[src/rtl/aes_stream_fifo.sv]
// First-word-fall-through word buffer between the USB receive side and the AES block loader.
// Arbitrary depth up to 2^ADDR_W, with occupancy count, watermarks, flush and sticky error flags.
module aes_stream_fifo #(
    parameter int DATA_W    = 8,
    parameter int DEPTH     = 16,
    parameter int ADDR_W    = 4,
    parameter int AF_THRESH = 12,
    parameter int AE_THRESH = 4
) (
    input  logic              clk,
    input  logic              n_rst,
    input  logic              clear,
    input  logic              w_enable,
    input  logic [DATA_W-1:0] w_data,
    input  logic              r_enable,
    output logic [DATA_W-1:0] r_data,
    output logic              empty,
    output logic              full,
    output logic              almost_full,
    output logic              almost_empty,
    output logic [ADDR_W:0]   count,
    output logic              overflow,
    output logic              underflow
);

    generate
        if (DEPTH < 2 || DEPTH > (1 << ADDR_W) || AF_THRESH > DEPTH || AE_THRESH >= DEPTH) begin : g_bad_params
            $error("aes_stream_fifo: illegal DEPTH/ADDR_W/AF_THRESH/AE_THRESH combination");
        end
    endgenerate

    localparam logic [ADDR_W-1:0] LAST_PTR = ADDR_W'(DEPTH - 1);
    localparam logic [ADDR_W:0]   FULL_CNT = (ADDR_W + 1)'(DEPTH);
    localparam logic [ADDR_W:0]   AF_CNT   = (ADDR_W + 1)'(AF_THRESH);
    localparam logic [ADDR_W:0]   AE_CNT   = (ADDR_W + 1)'(AE_THRESH);

    logic [DATA_W-1:0] r_mem [DEPTH];
    logic [ADDR_W-1:0] r_rptr;
    logic [ADDR_W-1:0] r_wptr;
    logic [ADDR_W:0]   r_count;
    logic              r_overflow;
    logic              r_underflow;
    logic              w_wr_ok;
    logic              w_rd_ok;

    // Pointers wrap at DEPTH-1 rather than at the power of two, so odd depths work.
    function automatic logic [ADDR_W-1:0] nextPtr(input logic [ADDR_W-1:0] p);
        return (p == LAST_PTR) ? '0 : p + ADDR_W'(1);
    endfunction

    assign empty        = (r_count == '0);
    assign full         = (r_count == FULL_CNT);
    assign almost_full  = (r_count >= AF_CNT);
    assign almost_empty = (r_count <= AE_CNT);
    assign count        = r_count;
    assign overflow     = r_overflow;
    assign underflow    = r_underflow;
    assign r_data       = empty ? '0 : r_mem[r_rptr];

    // A write into a full buffer is still accepted when a read frees the head slot the same cycle.
    always_comb begin
        w_wr_ok = w_enable & (~full | r_enable);
        w_rd_ok = r_enable & ~empty;
    end

    always_ff @(posedge clk) begin
        if (!clear && w_wr_ok) begin
            r_mem[r_wptr] <= w_data;
        end
    end

    always_ff @(posedge clk or negedge n_rst) begin
        if (!n_rst) begin
            r_rptr      <= '0;
            r_wptr      <= '0;
            r_count     <= '0;
            r_overflow  <= 1'b0;
            r_underflow <= 1'b0;
        end else if (clear) begin
            r_rptr      <= '0;
            r_wptr      <= '0;
            r_count     <= '0;
            r_overflow  <= 1'b0;
            r_underflow <= 1'b0;
        end else begin
            if (w_wr_ok) begin
                r_wptr <= nextPtr(r_wptr);
            end
            if (w_rd_ok) begin
                r_rptr <= nextPtr(r_rptr);
            end
            case ({w_wr_ok, w_rd_ok})
                2'b10:   r_count <= r_count + (ADDR_W + 1)'(1);
                2'b01:   r_count <= r_count - (ADDR_W + 1)'(1);
                default: r_count <= r_count;
            endcase
            if (w_enable && full && !r_enable) begin
                r_overflow <= 1'b1;
            end
            if (r_enable && empty) begin
                r_underflow <= 1'b1;
            end
        end
    end

endmodule

[config.mk]
export PLATFORM = sky130hd
export DESIGN_NAME = aes_stream_fifo
export DESIGN_NICKNAME = d
export VERILOG_FILES = /design/src/rtl/aes_stream_fifo.sv
export SDC_FILE = /design/constraint.sdc
export NUM_CORES = 1
export LEC_CHECK = 0
export ABC_AREA = 1
export CAP_MARGIN = 15
export CORE_MARGIN = 3
export CORE_UTILIZATION = 53
export DETAILED_ROUTE_END_ITERATION = 16
export DONT_BUFFER_PORTS = 1
export PLACE_DENSITY = 0.71
export SYNTH_ARGS = -nofsm -noshare
export SYNTH_HDL_FRONTEND = slang
export SYNTH_SLANG_ARGS = --single-unit
[constraint.sdc]
create_clock -name clk -period 2.45 [get_ports clk]
set_input_delay 0.3675 -clock clk [delete_from_list [all_inputs] [get_ports clk]]
set_output_delay 0.3675 -clock clk [all_outputs]
set_load 0.05 [all_outputs]
==> run metrics <==
warnings from Yosys=0; Cell Rows=38; commonest non-fill, non-tap cell in the layout=edfxtp_1; # clock sinks=roughly 140; design area=about 7400 um2; WL per Instance=19.8 um; PwrDens=1160 nW/um2; clk slew on worst S/H paths=60 ps; area of the multi-input gates=~1700 um2; Distinct cells, synth=33; H-tree depth=4; dpl hpwl=8.97 mm; Tmin final=2410 ps; syn_area_per_cell=~12 um2; ANT nets after route=0; sw frac=35.8%; fin. max-slew vios=0; die width=113 um; post-synth top area share=approximately 63%; routability cong.=0.883; core area=approximately 11000 um2; combinational share of power=37.3%; relative slew slack=49.8%; Syn Nets=518; Int Pwr=5.51 mW; Crit. End Element=primary output; post-synthesis register bit count=143; FFs w/ async S/R, synth=10.5%; Clock Skew=about 5.4 ps; GR Overflow Total=0; Final setup viols=0; largest net degree at the start of global routing=39; kind of cell adding the most delay to the critical path=compound AO/OA/AOI/OAI gates; CP Class=reg -> out; hold crit path type=in -> reg; Chip Height=around 110 um; critical path required time=about 2100 ps; global-route wire length before repair=21.7 mm; sw power=3.07 mW; DRC=0; number of antenna violations at the first check in global routing=0; critical path's slowest cell=dfrtp_2; fillers=779; measured slew at the worst slew-check pin=750 ps; Power, Total=8.58 mW; period utilisation layout=98.5%; layout cells sized above 1=21.5%; number of detailed-route iterations in the first pass=5; pre-CTS setup slack=around 350 ps; total wire length=13.8 mm; Post-Syn Instances=498; status=completed; Iter 0 DRT Violations=441; sequential power share=32.9%; insertion delay to the later sink of the worst-skew pair=420 ps; Initial Util=55.2%; placed inst area=approximately 6600 um2; crit path cell chain=inv_8 -> buf_12 -> o21ai_0 -> o221ai_1 -> nand3_2 -> a21oi_4 -> buf_12; Slowest Stage Delay on Critical Path=around 480 ps; Fmax achieved=0.414 GHz; crit-path max FO=17; CTS root buffer=clkbuf_16; total CTS buffers=17; Final Net Count=565; Setup TNS=0 ps; number of global-route vias before repair=3994; CTS tree=built; Post-synth EDFFs=128; Worst Slack Setup Final=roughly 36 ps; most frequent cells in the layout=128 x edfxtp_1, 82 x nor2_1, 49 x o21ai_0, 39 x nand2_1, 36 x buf_4; Max Buffers Root-to-Sink=2; die area=12800 um2; WP buf/inv=3; synthesis-to-layout area growth=21.7%; Synth Flop Type=edfxtp_1; Vias per Instance=around 6; Pleak=2.65 nW; crit-path most repeated cell=buf_12; Synth area leaders=edfxtp_1 63%, dfrtp_1 6.2%, nor2_1 5.1%; startpoint types=register; port bufs=0; Clk pwr share=29.8%; max cap viols=0; io pins=32; synthesized area=6090 um2; Synth area leader=edfxtp_1; CP arrival=2050 ps; # diodes=0; post-synthesis sequential area ratio=69.3%; RSZ-0062 raised after global routing=true; sequential cell area=4220 um2; final hold slack=20.2 ps; Overall Global Routing Usage=22.7%; VDD IR max=0.742 mV; vias after detailed routing=just over 4000; Fin. Hold Viols=0
==> synth_stat cells (6+ instances only) <==
cell type	count
clkbuf_1	13
nand2_1	39
o221ai_1	27
nand3_1	24
ha_1	7
o21ai_1	20
a21oi_1	15
nor2_1	83
buf_6	6
edfxtp_1	128
o21ai_0	54
dfrtp_1	15
inv_1	20
buf_2	6
==> power by group through the flow <==
stage | combinational, mW | sequential, mW | clock, mW
4_1_cts | 3.09 | 2.82 | 2.57
6_report | 3.20 | 2.82 | 2.55
2_1_floorplan | 1.96 | 2.98 | 0
5_1_grt | 3.42 | 2.83 | 2.72
3_5_place_dp | 2.93 | 2.86 | 0
3_3_place_gp | 2.89 | 2.86 | 0
==> cells by family (layout without fill, tap and decap cells) <==
group	after synthesis	count (layout)	share of synthesized area, %
flip-flops	143	143	69.3
XOR/XNOR	1	1	0.144
AND/OR/NAND/NOR	169	169	12.3
buffers and inverters	52	111	4.30
AO/OA/AOI/OAI	126	126	12.5
adder cells (fa/ha/maj)	7	7	1.44
==> worst paths after layout <==
check	cells past startpoint	end	start	slack, ps
worst max-delay path	7	r_data[6]	r_rptr[0]	40
worst min-delay path	1	r_rptr[2]	clear	20
worst max register to register	13	count[4]	count[1]	510
worst min register to register	2	r_wptr[1]	r_wptr[1]	640
max in group asynchronous	1	r_rptr[0]	n_rst	1470
min in group asynchronous	1	count[0]	n_rst	460
==> through the flow <==
stage | std cells | utilization, %
after floorplan | 498 | -
after global placement | 654 | 59.9
after detailed placement | 654 | 59.9
after CTS | 691 | 66.2
after global routing | 697 | 67.2
final | 697 | 67.2
==> what timing repair did <==
item / in CTS / in global routing
hold buffers: 2 / 1
buffers inserted: 3 / 5
endpoints found under the setup margin: 8 / 8
resized for setup: 9 / 20
gates cloned: 1 / 0
endpoints found under the hold margin: 16 / 1
pin swaps: 3 / 8
==> state kept, by name, indices dropped and copies added, names as in the netlist <==
register and flops:
overflow 1, r_wptr 4, underflow 1, r_mem 128
r_rptr 4, count 5
==> layer usage <==
metal  wire length, um  global-route usage (%)
met3              1130                    6.42
met5                 0                       0
met4               184                    7.45
met2              6770                    35.4
met1              5740                    31.3
==> cell type report <==
type / instances / share of cell area (%)
Sequential cell: 143 / 57.0
Multi-Input combinational cell: 303 / 23.4
Timing Repair Buffer: 54 / 7.78
Clock buffer: 17 / 5.74
Tap cell: 140 / 2.36
Clock inverter: 14 / 2.25
Inverter: 26 / 1.45
No activity file was read; power rests on OpenSTA's default activity.
